## config.mk

```make
export PLATFORM = sky130hd
export DESIGN_NAME = cl_mem_access
export DESIGN_NICKNAME = d
export VERILOG_FILES = /design/src/rtl/cl_mem_access.sv
export SDC_FILE = /design/constraint.sdc
export NUM_CORES = 1
export LEC_CHECK = 0
export BUFFER_PORTS_ARGS = -buffer_cell sky130_fd_sc_hd__buf_2
export CORE_MARGIN = 2
export CORE_UTILIZATION = 45
export DETAILED_ROUTE_END_ITERATION = 10
export PLACE_DENSITY = 0.77
export SLEW_MARGIN = 20
export SYNTH_ARGS = -nofsm -noshare
export SYNTH_HDL_FRONTEND = slang
export SYNTH_SLANG_ARGS = --single-unit
```

## constraint.sdc

```tcl
create_clock -name clk -period 2.42 [get_ports clk]
set_clock_uncertainty 0.2 [all_clocks]
set_input_delay 0.242 -clock clk [delete_from_list [all_inputs] [get_ports clk]]
set_output_delay 0.242 -clock clk [all_outputs]
set_load 0.05 [all_outputs]
```

## src/rtl/cl_mem_access.sv

```systemverilog
// cl_mem_access
// Memory-access stage controller. Accepts one EX/MEM bundle at a time, runs
// at most one data-memory transaction for it and retires exactly one result
// to writeback per accepted instruction, in order.
//
// Ports
//   clk, reset_n             clock, asynchronous active-low reset
//   req_*                    EX/MEM bundle in; req_ready_o stalls upstream
//   dmem_v_o .. dmem_mask_o  memory request, decoded from registered state
//   dmem_yumi_i              memory takes the request
//   dmem_v_i, dmem_data_i    read response
//   wb_*, misalign_o         registered one-cycle retire bundle
//   dbg_state                current FSM state (0 idle, 1 req, 2 wait)
//
// Handshakes:
//   upstream : a bundle transfers on a cycle where req_valid_i & req_ready_o.
//   request  : dmem_v_o stays high with stable fields until the cycle where
//              dmem_yumi_i is seen high; yumi outside that state is ignored.
//   response : dmem_v_i is only honoured while waiting for load data.
module cl_mem_access #(
  parameter int ADDR_WIDTH    = 32,
  parameter int RF_ADDR_WIDTH = 5
) (
  input  logic                     clk,
  input  logic                     reset_n,
  input  logic                     req_valid_i,
  output logic                     req_ready_o,
  input  logic                     req_is_load_i,
  input  logic                     req_is_store_i,
  input  logic                     req_is_byte_i,
  input  logic                     req_writes_rf_i,
  input  logic [ADDR_WIDTH-1:0]    req_alu_result_i,
  input  logic [31:0]              req_store_data_i,
  input  logic [RF_ADDR_WIDTH-1:0] req_rd_i,
  output logic                     dmem_v_o,
  output logic                     dmem_w_o,
  output logic [ADDR_WIDTH-1:0]    dmem_addr_o,
  output logic [31:0]              dmem_wdata_o,
  output logic [3:0]               dmem_mask_o,
  input  logic                     dmem_yumi_i,
  input  logic                     dmem_v_i,
  input  logic [31:0]              dmem_data_i,
  output logic                     wb_valid_o,
  output logic                     wb_writes_rf_o,
  output logic [RF_ADDR_WIDTH-1:0] wb_rd_o,
  output logic [31:0]              wb_data_o,
  output logic                     misalign_o,
  output logic [1:0]               dbg_state
);

  typedef enum logic [1:0] {
    IDLE = 2'd0,
    REQ  = 2'd1,
    WAIT = 2'd2
  } state_t;

  state_t state_q, state_d;

  // Captured bundle for the outstanding memory op.
  logic                     r_is_store;
  logic                     r_is_byte;
  logic [ADDR_WIDTH-1:0]    r_addr;
  logic [31:0]              r_sdata;
  logic [RF_ADDR_WIDTH-1:0] r_rd;

  logic accept;
  logic req_is_mem;
  logic req_misaligned;
  logic in_req;
  logic [7:0]  load_byte;
  logic [31:0] load_value;

  assign req_ready_o    = (state_q == IDLE);
  assign accept         = req_valid_i & req_ready_o;
  assign req_is_mem     = req_is_load_i | req_is_store_i;
  // Only word ops can be misaligned; byte ops may use any lane.
  assign req_misaligned = req_is_mem & ~req_is_byte_i &
                          (req_alu_result_i[1:0] != 2'b00);
  assign in_req         = (state_q == REQ);
  assign dbg_state      = state_q;

  // ---------------------------------------------------------------- FSM
  always_ff @(posedge clk or negedge reset_n) begin
    if (!reset_n) state_q <= IDLE;
    else          state_q <= state_d;
  end

  always_comb begin
    state_d = state_q;
    case (state_q)
      IDLE: if (accept && req_is_mem && !req_misaligned) state_d = REQ;
      REQ:  if (dmem_yumi_i) state_d = r_is_store ? IDLE : WAIT;
      WAIT: if (dmem_v_i) state_d = IDLE;
      default: state_d = IDLE;
    endcase
  end

  // ---------------------------------------------------- request outputs
  // Gated by the REQ state so everything reads zero when no request is up.
  always_comb begin
    dmem_v_o     = in_req;
    dmem_w_o     = in_req & r_is_store;
    dmem_addr_o  = '0;
    dmem_wdata_o = '0;
    dmem_mask_o  = 4'b0000;
    if (in_req) begin
      dmem_addr_o = {r_addr[ADDR_WIDTH-1:2], 2'b00};
      if (r_is_store) begin
        if (r_is_byte) begin
          dmem_mask_o  = 4'b0001 << r_addr[1:0];
          dmem_wdata_o = {4{r_sdata[7:0]}};
        end else begin
          dmem_mask_o  = 4'b1111;
          dmem_wdata_o = r_sdata;
        end
      end
    end
  end

  // ------------------------------------------------------ load formatting
  always_comb begin
    load_byte = dmem_data_i[7:0];
    case (r_addr[1:0])
      2'd0: load_byte = dmem_data_i[7:0];
      2'd1: load_byte = dmem_data_i[15:8];
      2'd2: load_byte = dmem_data_i[23:16];
      2'd3: load_byte = dmem_data_i[31:24];
      default: load_byte = dmem_data_i[7:0];
    endcase
    load_value = r_is_byte ? {24'd0, load_byte} : dmem_data_i;
  end

  // ------------------------------------------------------ bundle capture
  always_ff @(posedge clk or negedge reset_n) begin
    if (!reset_n) begin
      r_is_store <= 1'b0;
      r_is_byte  <= 1'b0;
      r_addr     <= '0;
      r_sdata    <= '0;
      r_rd       <= '0;
    end else if (accept) begin
      r_is_store <= req_is_store_i;
      r_is_byte  <= req_is_byte_i;
      r_addr     <= req_alu_result_i;
      r_sdata    <= req_store_data_i;
      r_rd       <= req_rd_i;
    end
  end

  // ------------------------------------------------------ retire register
  // Every field defaults to zero so the bundle is a clean one-cycle pulse.
  always_ff @(posedge clk or negedge reset_n) begin
    if (!reset_n) begin
      wb_valid_o     <= 1'b0;
      wb_writes_rf_o <= 1'b0;
      wb_rd_o        <= '0;
      wb_data_o      <= '0;
      misalign_o     <= 1'b0;
    end else begin
      wb_valid_o     <= 1'b0;
      wb_writes_rf_o <= 1'b0;
      wb_rd_o        <= '0;
      wb_data_o      <= '0;
      misalign_o     <= 1'b0;
      case (state_q)
        IDLE: begin
          if (accept && !req_is_mem) begin
            wb_valid_o     <= 1'b1;
            wb_writes_rf_o <= req_writes_rf_i;
            wb_rd_o        <= req_rd_i;
            wb_data_o      <= 32'(req_alu_result_i);
          end else if (accept && req_misaligned) begin
            wb_valid_o <= 1'b1;
            wb_rd_o    <= req_rd_i;
            misalign_o <= 1'b1;
          end
        end
        REQ: begin
          if (dmem_yumi_i && r_is_store) begin
            wb_valid_o <= 1'b1;
            wb_rd_o    <= r_rd;
          end
        end
        WAIT: begin
          if (dmem_v_i) begin
            wb_valid_o     <= 1'b1;
            wb_writes_rf_o <= 1'b1;
            wb_rd_o        <= r_rd;
            wb_data_o      <= load_value;
          end
        end
        default: ;
      endcase
    end
  end

endmodule

```

==> summary.txt <==
Place
  – Routability cong.: 0.864
  – HPWL after detailed placement: 10600 um
  – Pre-CTS WS: 0.338 ns
  – I/O Buffers: 220

Timing
  – Setup-failing EPs final: 0
  – Final worst slack: 0.107 ns
  – Post-route minimum period: 2.31 ns
  – Worst hold-check slack: 0.127 ns
  – Final hold vios: 0
  – F_max: 432 MHz
  – RSZ-0062 raised after global routing: false
  – Period utilization: 95.6%
  – Final Max Tran Viols: 0
  – Fin Setup TNS: 0 ns
  – Tightest Pin Transition: 0.716 ns
  – Rel. slew slack: 51.8%

Synthesis
  – Cell Area, Synth: 5060 sq um
  – Syn avg cell area: 12.3 sq um
  – Post-synthesis instance total: 410
  – Synth cell types: 35
  – Post-synthesis simple-gate area fraction: 11.1%
  – Sequential cell area fraction in the yosys report: 55.9%
  – Post-Synth Adder-Cell Area: 0%
  – Register bit total from synthesis: 113
  – Post-synthesis xor/xnor area fraction: 0%
  – YS warnings: 0
  – Synth Area in Compound Gates: 12.5%
  – Largest family of logic cells by synthesized area: multiplexers
  – Mux cell area share after synthesis: 17.4%

Finish
  – Filler instances: 668
  – Ratio of cells with drive above 1 in the final layout: 47.7%
  – Area Overhead vs Synth: 60.1%
  – Layout Nets: 851

Global routing
  – Number of global-route vias before repair: 4901
  – Initial antenna violation count: 1
  – Grt ovf: 0
  – Pin count of the biggest net entering global routing: 114
  – First-pass GRT wire length: 25800 um
  – Total GRT Usage: 28.9%

Die
  – Die Y: 110 um
  – Die W: 110 um
  – Ports: 223
  – # rows: 38
  – Core box area: 10900 sq um
  – Die footprint: 12100 sq um
  – Starting Density: 46.5%

Critical path
  – Reg-to-Reg End: dbg_state[0]$_DFFE_PN0P_
  – Crit Path Category: flip-flop to primary output
  – Crit path launch: r_is_byte$_DFFE_PN0N_
  – Family with the most delay on the worst path: flip-flops
  – Crit path required time: 1.98 ns
  – Worst setup EP type: primary output
  – Critical Path Source Type: flip-flop
  – Critical-path cell with the highest stage delay: dfrtp_4
  – FF-to-FF Start: dbg_state[1]$_DFFE_PN0P_
  – Crit-path max cell delay: 0.55 ns
  – Critical-path maximum fanout: 14
  – CP Cell Sequence: buf_4, nand2b_1, a21oi_1, buf_4
  – FF-to-FF path depth: 6
  – CP Capture Point: dmem_wdata_o[23]
  – Critical path depth: 4
  – R2R Setup Slk: 0.13 ns
  – Crit path DAT: 1.87 ns
  – Crit-path most repeated cell: buf_4
  – Critical path buffers and inverters: 2

Clock tree
  – H-tree depth: 4
  – TritonCTS clock tree: built
  – CTS buffer count: 17
  – TritonCTS sink count: 113
  – Clk Latency, worst-skew pair: 0.50 ns
  – Clock transition at path regs: 0.05 ns
  – Max clock buf depth: 2
  – Root Buffer: clkbuf_8

Routing
  – Via count: 4769
  – Number of routed nets with antenna violations: 0
  – Vias per Instance: 5.35
  – 1st-iter DRT viols: 305
  – Wirelength per Cell: 19.8 um
  – Final WL: 17600 um
  – 1st-pass router iterations: 4
  – DR DRC count: 0

Pwr
  – P_leak: 3.99 nW
  – Worst VDD drop: 0.000558 V
  – Power per cell area: 975 nW/um^2

Min path
  – Hold Path Class: primary input to async pin

Run
  – Max-Cap Viols: 0

Outcome
  – Status: completed
metal layers:
metal | global-route usage [%] | vias up | wire [um]
li1 | - | 2121 | -
met1 | 33.0 | 2347 | 6660
met2 | 49.8 | 253 | 9130
met3 | 7.00 | 48 | 1280
met4 | 15.8 | 0 | 568
met5 | 0 | - | 0
per-stage QoR:
| stage | instances | cell area [sq um] | power [mW] | util (%) |
|---|---|---|---|---|
| 6_report | 892 | 8100 | 7.90 | 74.4 |
| 5_1_grt | 892 | 8100 | 8.24 | 74.4 |
| 4_1_cts | 888 | 8030 | 7.82 | 73.8 |
| 3_5_place_dp | 748 | 6360 | 5.37 | 58.4 |
| 3_3_place_gp | 748 | 6360 | 5.30 | 58.4 |
| 2_1_floorplan | 411 | 5130 | 4.62 | - |
sequential cells by signal (all words and copies together), names as in the netlist:
name	count
r_sdata	32
misalign_o	1
r_addr	32
r_is_store	1
wb_rd_o	5
dbg_state	2
wb_data_o	32
wb_valid_o	1
r_is_byte	1
r_rd	5
wb_writes_rf_o	1
cells by family after synthesis:
logic type	count (synthesis)
flops	113
simple gates	93
compound gates	90
mux	78
buf+inv	35
other cells	1
area by class of cell:
cell class / count / area (sq um) / share of cell area [%]
Antenna cell: 1 / 2.50 / 0.0309
Clock buffer: 23 / 477 / 5.89
Clock inverter: 6 / 57.6 / 0.711
Inverter: 2 / 7.51 / 0.0927
Multi-Input combinational cell: 263 / 2150 / 26.6
Sequential cell: 113 / 2830 / 35.0
Tap cell: 140 / 175 / 2.16
Timing Repair Buffer: 344 / 2390 / 29.5
report_power, final:
part | internal [mW] | total (mW) | switching, mW
logic | 1.10 | 2.96 | 1.86
registers | 2.35 | 2.68 | 0.333
clock network | 1.44 | 2.25 | 0.811
total | 4.89 | 7.90 | 3.01
synthesized netlist by cell type:
cell type	number	area, sq um
a211oi_1	1	7.51
a21o_1	1	7.51
a21oi_1	28	140
a22o_1	24	210
a31o_1	1	8.76
a32o_1	5	50.1
and2_1	30	188
and3_1	8	50.1
and3b_1	1	8.76
buf_2	13	65.1
buf_4	2	15.0
clkbuf_1	18	67.6
conb_1	1	3.75
dfrtp_1	113	2830
inv_1	2	7.51
mux2_2	78	878
nand2_1	14	52.6
nand2b_1	26	163
nand3_1	1	5.00
nand3b_1	3	22.5
nor2_1	4	15.0
nor2b_1	2	12.5
nor3b_2	1	12.5
nor3b_4	1	18.8
o211ai_1	1	7.51
o21a_1	1	7.51
o21ai_0	8	40.0
o21ai_1	1	5.00
o21bai_1	1	7.51
o221ai_1	2	17.5
o22ai_1	6	37.5
o2bb2ai_1	8	70.1
o31ai_1	1	7.51
o32ai_1	1	8.76
or2_2	2	12.5
worst register-to-register path, cell delays in order, from the launching register on:
cell           delay [ns]
dfrtp_1              0.41
buf_4                0.18
nor3b_4              0.31
buf_8                0.27
o211ai_1             0.13
o31ai_1              0.10
dlygate4sd3_1        0.62
what timing repair did:
action,CTS,global route
endpoints found under the hold margin,225,0
setup endpoints to repair,60,29
setup buffers,1,3
resized for setup,10,17
gates cloned,0,0
hold buffers,110,0
cells in the final DEF, fill, tap and decap left out, types with 5 or more instances in the layout:
| cell | synthesis | final |
|---|---|---|
| a21oi_1 | 28 | 18 |
| a21oi_2 | 0 | 7 |
| a22o_1 | 24 | 24 |
| a32o_1 | 5 | 5 |
| and2_1 | 30 | 30 |
| and3_1 | 8 | 8 |
| buf_2 | 13 | 205 |
| buf_4 | 2 | 20 |
| clkbuf_16 | 0 | 16 |
| clkbuf_8 | 0 | 6 |
| dfrtp_1 | 113 | 110 |
| dlygate4sd3_1 | 0 | 110 |
| mux2_2 | 78 | 78 |
| nand2_1 | 14 | 14 |
| nand2b_1 | 26 | 26 |
| o21ai_0 | 8 | 8 |
| o22ai_1 | 6 | 6 |
| o2bb2ai_1 | 8 | 8 |
how the worst min path moves through the flow:
stage / cells after the start / end
3_5_place_dp: 2 / wb_data_o[11]$_DFF_PN0_
3_3_place_gp: 2 / wb_data_o[11]$_DFF_PN0_
5_1_grt: 4 / wb_valid_o$_DFF_PN0_
6_report: 3 / r_addr[13]$_DFFE_PN0N_
2_1_floorplan: 0 / dbg_state[0]$_DFFE_PN0P_
4_1_cts: 3 / wb_data_o[11]$_DFF_PN0_
Note: power is estimated with default switching activity, not from simulation.
